$ cat config.mk
export PLATFORM = sky130hd
export DESIGN_NAME = jtpang_objdma
export DESIGN_NICKNAME = d
export VERILOG_FILES = /design/src/rtl/jtpang_objdma.sv
export SDC_FILE = /design/constraint.sdc
export NUM_CORES = 1
export LEC_CHECK = 0
export ABC_CLOCK_PERIOD_IN_PS = 1900
export CAP_MARGIN = 40
export CORE_UTILIZATION = 44
export CTS_CLUSTER_SIZE = 24
export DETAILED_ROUTE_END_ITERATION = 7
export PLACE_DENSITY = 0.74
export SYNTH_ARGS = -nofsm -noshare
export SYNTH_HDL_FRONTEND = slang
export SYNTH_SLANG_ARGS = --single-unit
$ cat constraint.sdc
create_clock -name clk -period 1.9 [get_ports clk]
set_clock_uncertainty 0.05 [all_clocks]
set_input_delay 0.38 -clock clk [delete_from_list [all_inputs] [get_ports clk]]
set_output_delay 0.38 -clock clk [all_outputs]
set_load 0.005 [all_outputs]
$ cat src/rtl/jtpang_objdma.sv
// Object DMA sequencer: on a dma_go edge it takes the Z80 bus and copies LEN
// bytes of object attribute RAM into the object buffer, one byte per cen.
module jtpang_objdma #(
  parameter int              AW       = 12,
  parameter int              LEN      = 512,
  parameter logic [AW-1:0]   SRC_BASE = '0,
  parameter int              WAIT_VB  = 0
) (
  input  logic          clk,
  input  logic          rst,
  input  logic          cen,
  input  logic          LVBL,
  input  logic          dma_go,
  input  logic          busak_n,
  output logic          busrq_n,
  output logic [AW-1:0] src_addr,
  output logic          src_cs,
  input  logic [7:0]    src_dout,
  output logic [AW-1:0] buf_addr,
  output logic [7:0]    buf_din,
  output logic          buf_we,
  output logic          busy,
  output logic          done
);

  localparam logic [2:0] S_IDLE   = 3'd0;
  localparam logic [2:0] S_VBWAIT = 3'd1;
  localparam logic [2:0] S_REQ    = 3'd2;
  localparam logic [2:0] S_XFER   = 3'd3;
  localparam logic [2:0] S_DRAIN  = 3'd4;
  localparam logic [2:0] S_REL    = 3'd5;

  // Counter is one bit wider than AW so a full 2^AW transfer can be counted.
  localparam logic [AW:0] LEN_C  = (AW+1)'(LEN);
  localparam logic [AW:0] LAST_C = (AW+1)'(LEN - 1);

  logic [2:0]    state_q;
  logic          go_q;
  logic          busak_q;
  logic          pend_q;
  logic [AW:0]   cnt_q;
  logic          rd_q;
  logic [AW-1:0] rd_idx_q;
  logic          go_rise_d;

  assign go_rise_d = dma_go & ~go_q;

  always_ff @(posedge clk or posedge rst) begin
    if (rst) begin
      state_q  <= S_IDLE;
      go_q     <= 1'b0;
      busak_q  <= 1'b1;
      pend_q   <= 1'b0;
      cnt_q    <= '0;
      rd_q     <= 1'b0;
      rd_idx_q <= '0;
      busrq_n  <= 1'b1;
      src_addr <= SRC_BASE;
      src_cs   <= 1'b0;
      buf_addr <= '0;
      buf_din  <= 8'd0;
      buf_we   <= 1'b0;
      busy     <= 1'b0;
      done     <= 1'b0;
    end else begin
      go_q    <= dma_go;
      busak_q <= busak_n;
      src_cs  <= 1'b0;
      buf_we  <= 1'b0;
      done    <= 1'b0;
      rd_q    <= 1'b0;
      // Second half of a read: RAM data is valid one clk after the strobe.
      if (rd_q) begin
        buf_we   <= 1'b1;
        buf_addr <= rd_idx_q;
        buf_din  <= src_dout;
      end
      case (state_q)
        S_IDLE: begin
          if (pend_q) begin
            pend_q  <= 1'b0;
            busy    <= 1'b1;
            state_q <= (WAIT_VB != 0) ? S_VBWAIT : S_REQ;
          end
        end
        S_VBWAIT: begin
          if (!LVBL) state_q <= S_REQ;
        end
        S_REQ: begin
          busrq_n <= 1'b0;
          if (!busak_q) begin
            state_q <= S_XFER;
            cnt_q   <= '0;
          end
        end
        S_XFER: begin
          // A withdrawn acknowledge freezes issue; an in-flight write still lands.
          if (cen && !busak_n && (cnt_q < LEN_C)) begin
            src_addr <= SRC_BASE + cnt_q[AW-1:0];
            src_cs   <= 1'b1;
            rd_q     <= 1'b1;
            rd_idx_q <= cnt_q[AW-1:0];
            cnt_q    <= cnt_q + 1'b1;
            if (cnt_q == LAST_C) state_q <= S_DRAIN;
          end
        end
        S_DRAIN: begin
          state_q <= S_REL;
        end
        S_REL: begin
          busrq_n <= 1'b1;
          busy    <= 1'b0;
          done    <= 1'b1;
          state_q <= S_IDLE;
        end
        default: state_q <= S_IDLE;
      endcase
      // Placed after the case so an edge in the accept cycle is not dropped.
      if (go_rise_d) pend_q <= 1'b1;
    end
  end

endmodule

# Yosys cells after proc, flatten, opt, wreduce, memory -nomap -nowiden
# Cells that the tools add are included.
# Widths: inputs -> output; s select.
# op_classes
addsub	1
order_cmp	1
eq_ne	11
mux	18
bitwise	2
n_reduce_logical	12
# ops
op	n
$mux 13	2
$pmux 13 s2	1
$mux 3	5
$pmux 3 s5	1
$add 13x1->13 const B	1
$eq 13x9->1 const B	1
$lt 13x10->1 const B	1
$ne 2x2->1 const B	5
$reduce_bool 2->1	4
$mux 1	7
$eq 3x2->1 const B	2
$eq 3x3->1 const B	2
$reduce_and 5->1	1
$pmux 1 s2	2
$reduce_and 2->1	2
$eq 3x1->1 const B	1
$logic_not 3->1	1
$reduce_and 3->1	1
$logic_and 1x1->1	2
$and 1x1->1	1
$logic_not 1->1	1
$not 1->1	1
# word_totals
ff_bits	56
inputBits	14
output_inout_bits	37
elab_cells	58

# Logic depth before layout (Yosys ltp)
# Gate-level depths: netlist of the first run.
# logic_depth
word_depth	5
depth_mapped	8
mapped_depth_nobuf	5

# Worst setup path before layout of the first run
# No wires, ideal clock.
# synth_timing
path_kind	register to register
from	reg cnt_q[9]
to	reg cnt_q[6]
setup_ns	0.077
t_arrival_ns	1.920
required_ns	1.773
path_slack_ns	-0.148
stages_incl_launch_ff	6
n_path_buf	1
synth_period_minus_slack_ns	2.048
cell_sequence	dfrtp_1 or4_4 or3_1 buf_6 or4_1 a21oi_1
# synth_via
elab_chain_len	4
# synth_rtl
element	line_no	rtl
start, declared	41	logic [AW:0] cnt_q;
start signal, assigned	103	cnt_q <= cnt_q + 1'b1;
$lt 13x10->1	98	if (cen && !busak_n && (cnt_q < LEN_C)) begin
$logic_and 1x1->1	98	
$ne 2x2->1 (no source line)	-	
$reduce_and 3->1 (no source line)	-	
# Every way passes these cells.
# A chain may end at the register's enable or synchronous reset.

# Final worst setup path of the first run
# layout_timing
from	reg cnt_q[12]
to	reg cnt_q[6]
# Same word-level chain as after synthesis.

==> key figures, run 1 <==
Synthesis
  – Synth cell count leaders: sky130_fd_sc_hd__dfrtp_1, sky130_fd_sc_hd__nand2_1, sky130_fd_sc_hd__mux2_2
  – Number of synthesized register bits: 56
  – Warning count from the yosys run: 0
  – Fraction of synthesis flops using an asynchronous set or reset pin: between 90% and 100%
  – Number of enable-type register cells in the synthesized netlist: 0
  – Number of instances in the synthesized netlist: ~190
  – Net count after synthesis: 206
  – Mapped Area: 2250 sq um
  – Biggest area contributors in the synthesized netlist: sky130_fd_sc_hd__dfrtp_1, sky130_fd_sc_hd__mux2_2, sky130_fd_sc_hd__nand2_1
  – Most common flop cell mapped by yosys: sky130_fd_sc_hd__dfrtp_1
  – Dominant cell type by area after synthesis: sky130_fd_sc_hd__dfrtp_1
  – Sequential share of the synthesized area: 62.4%
  – Synth top area share: 60.0%
  – Mean post-synth cell area: 11.8 sq um
  – Number of distinct library cells after synthesis: 37
  – Most instantiated library cell after synthesis: sky130_fd_sc_hd__dfrtp_1

Clock tree
  – Depth of the CTS H-tree: 2
  – Clock Sinks: 56
  – CTS root buf: sky130_fd_sc_hd__clkbuf_8
  – Worst skew pair latency: 0.31 ns
  – Number of buffers added by the clock tree synthesis step: 5
  – Largest buffer count on any clock path: 2
  – Clock Pin Slew Worst Setup and Hold Paths: 0.10 ns
  – Hold-fix buffers at CTS: 0
  – Clock tree from TritonCTS: done

Cells and area
  – Layout Area Growth over Synthesis: 38.5%
  – Fillers: 399
  – Number of non-filler instances in the completed layout: 325
  – Layout net count: between 200 and 300
  – Ant. Diodes: 0
  – Proportion of layout cells with a drive suffix above 1: 24.0%

Worst setup path
  – CP Data Required Time: 2.10 ns
  – Path type of the worst setup path: flop to flop
  – Reg2reg path depth: 4
  – Cells traversed along the worst timing path: or4_4, or3_4, or4_4, a21oi_2
  – Crit Reg-Reg Startpoint: cnt_q[12]
  – Highest net fanout along the worst path: 4
  – CP endpoint kind: flop
  – Cell occurring most often along the worst timing path: sky130_fd_sc_hd__or4_4
  – Cell family with the largest share of critical-path delay: simple AND/OR/NAND/NOR gates
  – Startpoint kind of the worst setup timing path: flop
  – Capture point of the worst reg-to-reg path: cnt_q[6]
  – Endpoint arrival time on the critical path: 2.18 ns
  – FF-to-FF setup slack: -0.08 ns
  – Largest incremental delay on the critical path: 0.57 ns
  – Crit-path slowest cell: sky130_fd_sc_hd__or4_4
  – Buffer and inverter count on the worst path: 0

Power and ir drop
  – PD cells: a little over 900 nW/um^2
  – Static Leak: 0.00142 uW
  – Internal: around 2100 uW
  – NetSw: 725 uW
  – Highest ir drop seen on vdd: 0.503 mV
  – Clock network fraction of total power: between 20% and 30%
  – Share of total power in combinational logic: around a fifth
  – Switching portion of total power: 25.3%
  – Fraction of power consumed by sequential logic: roughly half

Floorplanning
  – Core footprint: 4820 sq um
  – Rows: 25
  – Overall die area: roughly 5400 sq um
  – Number of top-level design ports: 51
  – Initial standard-cell utilization of the core: 46.7%
  – Chip Width: 73.5 um
  – Chip height: 73.5 um

STA
  – Shortest clock period the worst path allows after layout: 1.98 ns
  – Highest clock rate: around 0.51 GHz
  – Final worst-path cycle share: 104%
  – Fin. max-slew vios: 0
  – Hold slack final: 0.368 ns
  – Unrepaired setup endpoints after global routing: true
  – Final hold viol count: 0
  – Transition time at the pin with the least slew margin: 0.357 ns
  – Final critical-path setup slack: -0.0760 ns
  – Max_slew headroom: 76.1%
  – Final setup violation count: 17

Route
  – Via density per instance: 5.01
  – Vias post-DR: 1627
  – Number of design-rule violations left by the first detailed-router iteration: 67
  – DRT Pass-1 Iters: 4
  – Routed wire per std cell: 13.8 um
  – Remaining DRCs: 0
  – WL final: 4.49 mm
  – Remaining number of nets flagged by the antenna check after routing: 0

Place
  – Number of port buffers: 50
  – DPL Wire Length: 3.10 mm
  – Placed Cells: 315
  – GP Congestion: 0.905
  – DP Worst Slack: -0.176 ns

Global route
  – Wire length of the first global-routing pass: 6.98 mm
  – GRT Overall Usage: 17.5%
  – Initial antenna violation count: 0
  – Overflow left after global routing: 0
  – Number of global-route vias before repair: 1455
  – Pin count of the biggest net entering global routing: 57

Status
  – Failing checks: negative setup slack
  – Outcome: finished, violations left

Min path
  – Kind of path behind the tightest hold check: primary input to async pin

Flow run
  – Max-cap viol count: 0
[worst max path at each step]
stage	startpoint	to	slack, ns	cells after the start
2_1_floorplan	cnt_q[12]	cnt_q[6]	-0.09	5
3_3_place_gp	busak_n	cnt_q[2]	-0.14	7
3_5_place_dp	busak_n	cnt_q[9]	-0.18	5
4_1_cts	cnt_q[9]	cnt_q[6]	-0.06	4
5_1_grt	cnt_q[12]	cnt_q[6]	-0.13	5
6_report	cnt_q[12]	cnt_q[6]	-0.08	4
[routing by layer]
| metal | wire length (um) | up-vias | part of all wire (%) | GRT usage [%] |
|---|---|---|---|---|
| met5 | 0 | - | 0 | 0 |
| met4 | 77 | 0 | 1.7 | 7.05 |
| met3 | 226 | 8 | 5.0 | 4.12 |
| met2 | 2130 | 48 | 47 | 27.3 |
| met1 | 2050 | 781 | 46 | 23.6 |
| li1 | - | 790 | - | - |
[power by group through the flow]
stage	Combinational (uW)	Sequential (uW)	Clock (uW)
floorplan	229	1500	0
global placement	570	1500	0
detailed placement	582	1510	0
CTS	591	1490	810
global route	648	1500	860
finish	590	1490	790
[tightest hold or removal path: cells and delay by family]
kind	cells	cell delay, ns
buf+inv	3	0.75
[registers in the layout, summed over array words and instances (netlist names)]
register  cells
cnt_q        13
busy          1
done          1
rd_q          1
buf_addr     12
buf_we        1
buf_din       8
go_q          1
busak_q       1
rd_idx_q     12
state_q       3
busrq_n       1
pend_q        1
[kinds of logic (layout without fill, tap and decap cells)]
logic type	after synthesis	in the layout	synth area share [%]
AND/OR/NAND/NOR	75	75	16.2
XOR/XNOR	2	2	0.778
adder cells (fa/ha/maj)	1	1	0.556
multiplexers	22	22	11.0
AO/OA/AOI/OAI	22	22	6.56
buffers and inverters	13	80	2.56
flip-flops	56	56	62.4
[final cells by class]
cell class | count | area, sq um | area share [%]
inverters | 5 | 18.8 | 0.602
clock inverters | 3 | 46.3 | 1.48
flip-flops and latches | 56 | 1400 | 45.0
well taps | 67 | 83.8 | 2.69
repair buffers | 67 | 657 | 21.1
multi-input cells | 122 | 840 | 26.9
clock buffers | 5 | 68.8 | 2.21
[metrics by stage]
step           area [sq um]  setup TNS (ns)  power [uW]  utilization (%)
2_1_floorplan          2250         -0.0874        1730                -
4_1_cts                3080          -0.233        2890             64.0
3_3_place_gp           2930           -2.17        2070             60.9
6_report               3120          -0.541        2860             64.7
3_5_place_dp           2930           -3.01        2090             60.9
5_1_grt                3120           -1.54        3010             64.7
[repair_timing]
action / in CTS / in global routing
buffers inserted: 1 / 1
pin swaps: 1 / 6
resized for setup: 6 / 7
setup endpoints to repair: 20 / 18
gates cloned: 0 / 0
[cells in the final DEF (no fill, tap or decap), types with 3 or more instances in the layout]
cell type,synthesis,routed
sky130_fd_sc_hd__nand3_1,3,3
sky130_fd_sc_hd__and2_1,6,6
sky130_fd_sc_hd__dfrtp_1,54,54
sky130_fd_sc_hd__mux2_2,21,21
sky130_fd_sc_hd__nand2_1,36,36
sky130_fd_sc_hd__o21ai_0,5,4
sky130_fd_sc_hd__a21oi_1,4,3
sky130_fd_sc_hd__clkbuf_8,0,5
sky130_fd_sc_hd__nor2_1,9,9
sky130_fd_sc_hd__clkdlybuf4s50_1,0,50
sky130_fd_sc_hd__nand2b_1,3,3
sky130_fd_sc_hd__inv_1,5,3
sky130_fd_sc_hd__buf_4,0,14
Power figures use the tool's default switching activity.
==> inputs of run 2 (changes only) <==
Settings changed: CTS_BUF_LIST set to sky130_fd_sc_hd__clkbuf_16.
==> key figures, run 2 (synthesis results as in run 1) <==
Global route
  – Overflow left after global routing: 0
  – Wire length of the first global-routing pass: between 7 and 8 mm
  – Initial antenna violation count: 0
  – Number of global-route vias before repair: 1495
  – Pin count of the biggest net entering global routing: 57
  – GRT Overall Usage: 17.8%

Place
  – GP Congestion: 0.905
  – Number of port buffers: 50
  – Area post-placement: 2930 sq um
  – DPL Wire Length: 3.10 mm

Route
  – Remaining DRCs: 0
  – WL final: approximately 4.7 mm
  – DRT Pass-1 Iters: 6
  – Number of design-rule violations left by the first detailed-router iteration: 83
  – Via density per instance: 5.06
  – Remaining number of nets flagged by the antenna check after routing: 0
  – Vias post-DR: roughly 1600
  – Routed wire per std cell: roughly 15 um

Flow run
  – Max-cap viol count: 0

Worst setup path
  – Startpoint kind of the worst setup timing path: flop
  – Crit-path slowest cell: sky130_fd_sc_hd__or4_4
  – Reg2reg path depth: 4
  – FF-to-FF setup slack: -0.07 ns
  – Endpoint arrival time on the critical path: 2.15 ns
  – Largest incremental delay on the critical path: 0.57 ns
  – CP endpoint kind: flop
  – Cell occurring most often along the worst timing path: sky130_fd_sc_hd__or4_4
  – Cells traversed along the worst timing path: or4_4, or3_4, or4_4, a21oi_2
  – CP Data Required Time: 2.08 ns
  – Cell family with the largest share of critical-path delay: simple AND/OR/NAND/NOR gates
  – Cell count along the critical path: 4
  – Path type of the worst setup path: flop to flop
  – Crit Reg-Reg Startpoint: cnt_q[12]
  – Launching element of the worst setup path: cnt_q[12]
  – Highest net fanout along the worst path: 4
  – Buffer and inverter count on the worst path: 0

Power and ir drop
  – Static Leak: around 0.0015 uW
  – Highest ir drop seen on vdd: 0.494 mV
  – Post-route total power: 3140 uW
  – PD cells: just under 1000 nW/um^2

Clock tree
  – Largest buffer count on any clock path: 2
  – CTS root buf: sky130_fd_sc_hd__clkbuf_16
  – Clock Pin Slew Worst Setup and Hold Paths: ~0.07 ns
  – Worst skew pair latency: about 0.3 ns
  – Number of buffers added by the clock tree synthesis step: 5
  – Depth of the CTS H-tree: 2
  – Clock Sinks: 56
  – Clock tree from TritonCTS: done

STA
  – Sum of negative setup slack: -0.457 ns
  – Unrepaired setup endpoints after global routing: true
  – Highest clock rate: roughly 0.5 GHz
  – Fin. max-slew vios: 0
  – Final worst-path cycle share: 104%
  – Shortest clock period the worst path allows after layout: 1.97 ns
  – Final hold viol count: 0
  – Final critical-path setup slack: -0.0712 ns
  – Max_slew headroom: 64.2%
  – Final setup violation count: 18
  – Hold slack final: 0.385 ns
  – Transition time at the pin with the least slew margin: 0.536 ns

Cells and area
  – Most used cells in the layout excluding fill and tap cells: sky130_fd_sc_hd__dfrtp_1, sky130_fd_sc_hd__clkdlybuf4s50_1, sky130_fd_sc_hd__nand2_1, sky130_fd_sc_hd__mux2_2, sky130_fd_sc_hd__buf_4
  – Finished Core Util: 66.3%
  – Total non-filler cell area in the finished layout: 3190 sq um
  – Biggest register: cnt_q
  – Fillers: roughly 400
  – Largest registers: cnt_q (13), buf_addr (12), rd_idx_q (12)
  – Flip-flop count of the largest register after layout: 13
  – Layout net count: roughly 270
  – Most frequent standard cell in the layout excluding fill and tap cells: sky130_fd_sc_hd__dfrtp_1
  – Ant. Diodes: 0
  – Proportion of layout cells with a drive suffix above 1: between 20% and 30%
  – Layout Area Growth over Synthesis: 41.9%

Status
  – Failing checks: negative setup slack
  – Outcome: finished, violations left

Floorplanning
  – Overall die area: 5410 sq um
  – Chip Width: about 74 um
  – Number of top-level design ports: 51
  – Core footprint: roughly 4800 sq um
  – Chip height: 73.5 um
  – Initial standard-cell utilization of the core: 46.7%
  – Rows: 25

Min path
  – Kind of path behind the tightest hold check: flop to flop
  – Hold Crit Depth: 1
  – Startpoint of the most critical hold path: go_q
## run 2: cell counts in the layout (fill, tap and decap cells not counted)
Identical to the previous run, type by type.
## run 2: area by class of cell
type | count | area (sq um) | area share, %
inverters | 5 | 18.8 | 0.588
clock buffers | 5 | 125 | 3.92
well taps | 67 | 83.8 | 2.62
clock inverters | 3 | 46.3 | 1.45
flip-flops and latches | 56 | 1400 | 43.9
multi-input cells | 122 | 863 | 27.0
repair buffers | 67 | 653 | 20.4
## run 2: per-layer routing
layer / vias up / GRT usage, % / part of all wire, %
li1: 790 / - / -
met1: 794 / 23.2 / 44
met2: 50 / 28.2 / 49
met3: 9 / 4.12 / 4.8
met4: 0 / 8.33 / 2.3
met5: - / 0 / 0
## run 2: path summary, 6_finish.rpt
| kind | endpoint |
|---|---|
| max reg2reg | cnt_q[6] |
| min in group asynchronous | buf_addr[10] |
| max in group asynchronous | busrq_n |
| min | pend_q |
| min reg2reg | pend_q |
| max | cnt_q[6] |
## run 2: per-stage QoR
| step | worst slack (ns) | instances |
|---|---|---|
| after global placement | -0.139 | 315 |
| after global routing | -0.130 | 325 |
| after CTS | -0.0567 | 324 |
| after floorplan | -0.0865 | 191 |
| after detailed placement | -0.176 | 315 |
| final | -0.0712 | 325 |
## run 2: power by group
group | switching, uW | internal, uW | total, uW
Clock | 429 | 627 | 1060
Sequential | 133 | 1360 | 1490
Combinational | 205 | 387 | 592
## run 2: timing repair
| action | in CTS | in global routing |
|---|---|---|
| pin swaps | 1 | 6 |
| hold buffers | 0 | 0 |
| setup buffers | 1 | 1 |
| gates resized for setup | 5 | 10 |
| endpoints found under the setup margin | 19 | 18 |
==> inputs of run 3 (changes only) <==
Settings changed: CORE_UTILIZATION 44 to 50, DONT_BUFFER_PORTS set to 1, GPL_TIMING_DRIVEN set to 0, PLACE_DENSITY 0.74 to 0.68.
==> key figures, run 3 (synthesis results as in run 1) <==
STA
  – Final worst-path cycle share: 108%
  – Final hold viol count: 0
  – Fin. max-slew vios: 0
  – Sum of negative setup slack: -0.740 ns
  – Highest clock rate: 0.490 GHz
  – Final critical-path setup slack: -0.143 ns
  – Transition time at the pin with the least slew margin: between 0.7 and 0.8 ns
  – Final setup violation count: 16
  – Unrepaired setup endpoints after global routing: true
  – Max_slew headroom: 52.2%
  – Shortest clock period the worst path allows after layout: 2.04 ns

Place
  – GP Congestion: 0.768
  – Area post-placement: between 2000 and 2500 sq um
  – Placed Cells: 244
  – Number of port buffers: 0
  – DPL Wire Length: 2.87 mm

Cells and area
  – Finished Core Util: 63.2%
  – Fillers: 335
  – Biggest register: cnt_q
  – Most frequent standard cell in the layout excluding fill and tap cells: sky130_fd_sc_hd__dfrtp_1
  – Largest registers: cnt_q (13), buf_addr (12), rd_idx_q (12)
  – Flip-flop count of the largest register after layout: 13
  – Layout net count: 221
  – Number of non-filler instances in the completed layout: 258
  – Total non-filler cell area in the finished layout: 2750 sq um
  – Ant. Diodes: 0
  – Layout Area Growth over Synthesis: 22.3%
  – Total area of multi-input combinational cells: 941 sq um
  – Area used by sequential logic in the layout: approximately 1400 sq um
  – Most used cells in the layout excluding fill and tap cells: sky130_fd_sc_hd__dfrtp_1, sky130_fd_sc_hd__mux2_2, sky130_fd_sc_hd__nand2_1, sky130_fd_sc_hd__nand2_2, sky130_fd_sc_hd__nor2_1
  – Proportion of layout cells with a drive suffix above 1: 37.4%

Clock tree
  – Worst skew pair latency: 0.28 ns
  – Clock Pin Slew Worst Setup and Hold Paths: ~0.060 ns
  – Clock Sinks: between 50 and 60
  – Number of buffers added by the clock tree synthesis step: 5
  – Depth of the CTS H-tree: 2
  – Largest buffer count on any clock path: 2
  – Clock tree from TritonCTS: done
  – CTS root buf: sky130_fd_sc_hd__clkbuf_16

Global route
  – Initial antenna violation count: 0
  – GRT Overall Usage: 18.7%
  – Wire length of the first global-routing pass: slightly above 7 mm
  – Number of global-route vias before repair: 1550
  – Overflow left after global routing: 0
  – Pin count of the biggest net entering global routing: 32

Min path
  – Kind of path behind the tightest hold check: primary input to flop
  – Hold Crit Depth: 0

Route
  – Number of design-rule violations left by the first detailed-router iteration: 68
  – Via density per instance: between 5 and 6
  – Highest routed layer: met4
  – Wire length on met3: roughly 210 um
  – WL final: roughly 4.3 mm
  – Vias post-DR: 1495
  – Detailed route wirelength on metal2: 2.24 mm
  – DRT Pass-1 Iters: 4
  – Routed wire per std cell: around 16 um
  – Routed length on met1: 1.72 mm
  – Remaining number of nets flagged by the antenna check after routing: 0
  – Remaining DRCs: 0

Floorplanning
  – Rows: 24
  – Core footprint: 4350 sq um
  – Chip height: a little under 70 um
  – Overall die area: around 4800 sq um
  – Initial standard-cell utilization of the core: 51.7%
  – Number of top-level design ports: 51
  – Chip Width: 69.1 um

Power and ir drop
  – PD cells: around 1000 nW/um^2
  – Internal: approximately 2000 uW
  – Clock network fraction of total power: 31.0%
  – Switching portion of total power: between 20% and 30%
  – Fraction of power consumed by sequential logic: ~56%
  – NetSw: 699 uW
  – Highest ir drop seen on vdd: 0.364 mV
  – Post-route total power: 2720 uW
  – Static Leak: 0.00129 uW
  – Share of total power in combinational logic: 12.8%

Status
  – Outcome: finished, violations left
  – Failing checks: negative setup slack

Worst setup path
  – Startpoint kind of the worst setup timing path: flop
  – CP Data Required Time: 2.07 ns
  – FF-to-FF setup slack: -0.14 ns
  – Path type of the worst setup path: flop to flop
  – CP endpoint kind: flop
  – Highest net fanout along the worst path: 4
  – Reg2reg path depth: 4
  – Endpoint arrival time on the critical path: 2.21 ns

Flow run
  – Max-cap viol count: 0
-- run 3: cell types whose count changed in the layout (fill, tap and decap cells not counted), sizes merged --
cell and delta:
buf -8, clkdlybuf4s50 -50, clkinv +2, dlygate4sd3 +1, inv -1, bufinv -1, clkbuf +6, clkinvlp -1
-- run 3: layout make-up --
| cell class | count | share of cell area, % |
|---|---|---|
| Multi-Input combinational cell | 122 | 34.2 |
| Tap cell | 52 | 2.36 |
| Buffer | 7 | 2.18 |
| Sequential cell | 56 | 51.0 |
| Clock inverter | 2 | 0.318 |
| Inverter | 5 | 1.14 |
| Timing Repair Buffer | 9 | 4.27 |
| Clock buffer | 5 | 4.55 |
-- run 3: worst paths after layout --
kind                       startpoint            to
max                          cnt_q[9]      cnt_q[6]
min                           busak_n       busak_q
max reg2reg                  cnt_q[9]      cnt_q[6]
min reg2reg                      go_q        pend_q
max in group asynchronous         rst      cnt_q[5]
min in group asynchronous         rst  rd_idx_q[11]
-- run 3: layer usage --
layer	GRT usage, %	vias up
met3	4.82	8
met2	31.9	49
met4	6.80	0
met1	22.7	753
met5	0	-
li1	-	685
-- run 3: repair_timing --
action / CTS / global route
endpoints found under the setup margin: 16 / 23
gates cloned: 0 / 2
setup buffers: 4 / 1
gates resized for setup: 16 / 42
pin swaps: 6 / 18
endpoints found under the hold margin: 23 / 0
hold buffers: 1 / 0
-- run 3: metrics by stage --
stage / hold WS (ns) / setup slack, ns
floorplan: 0.334 / -0.0865
detailed placement: 0.293 / -0.237
finish: 0.0363 / -0.143
global placement: 0.335 / -0.350
global route: 0.0214 / -0.173
CTS: 0.0298 / -0.148
-- run 3: power by group through the flow --
stage          registers (uW)  clock network (uW)  logic, uW
2_1_floorplan            1500                   0        229
3_3_place_gp             1530                   0        257
3_5_place_dp             1540                   0        278
4_1_cts                  1520                 865        310
5_1_grt                  1550                 923        392
6_report                 1530                 843        347
-- run 3: critical path: stages, from the launching register on --
cell,delay (ns)
sky130_fd_sc_hd__dfrtp_1,0.38
sky130_fd_sc_hd__or4_4,0.55
sky130_fd_sc_hd__or3_4,0.42
sky130_fd_sc_hd__or4_4,0.43
sky130_fd_sc_hd__a21oi_2,0.14
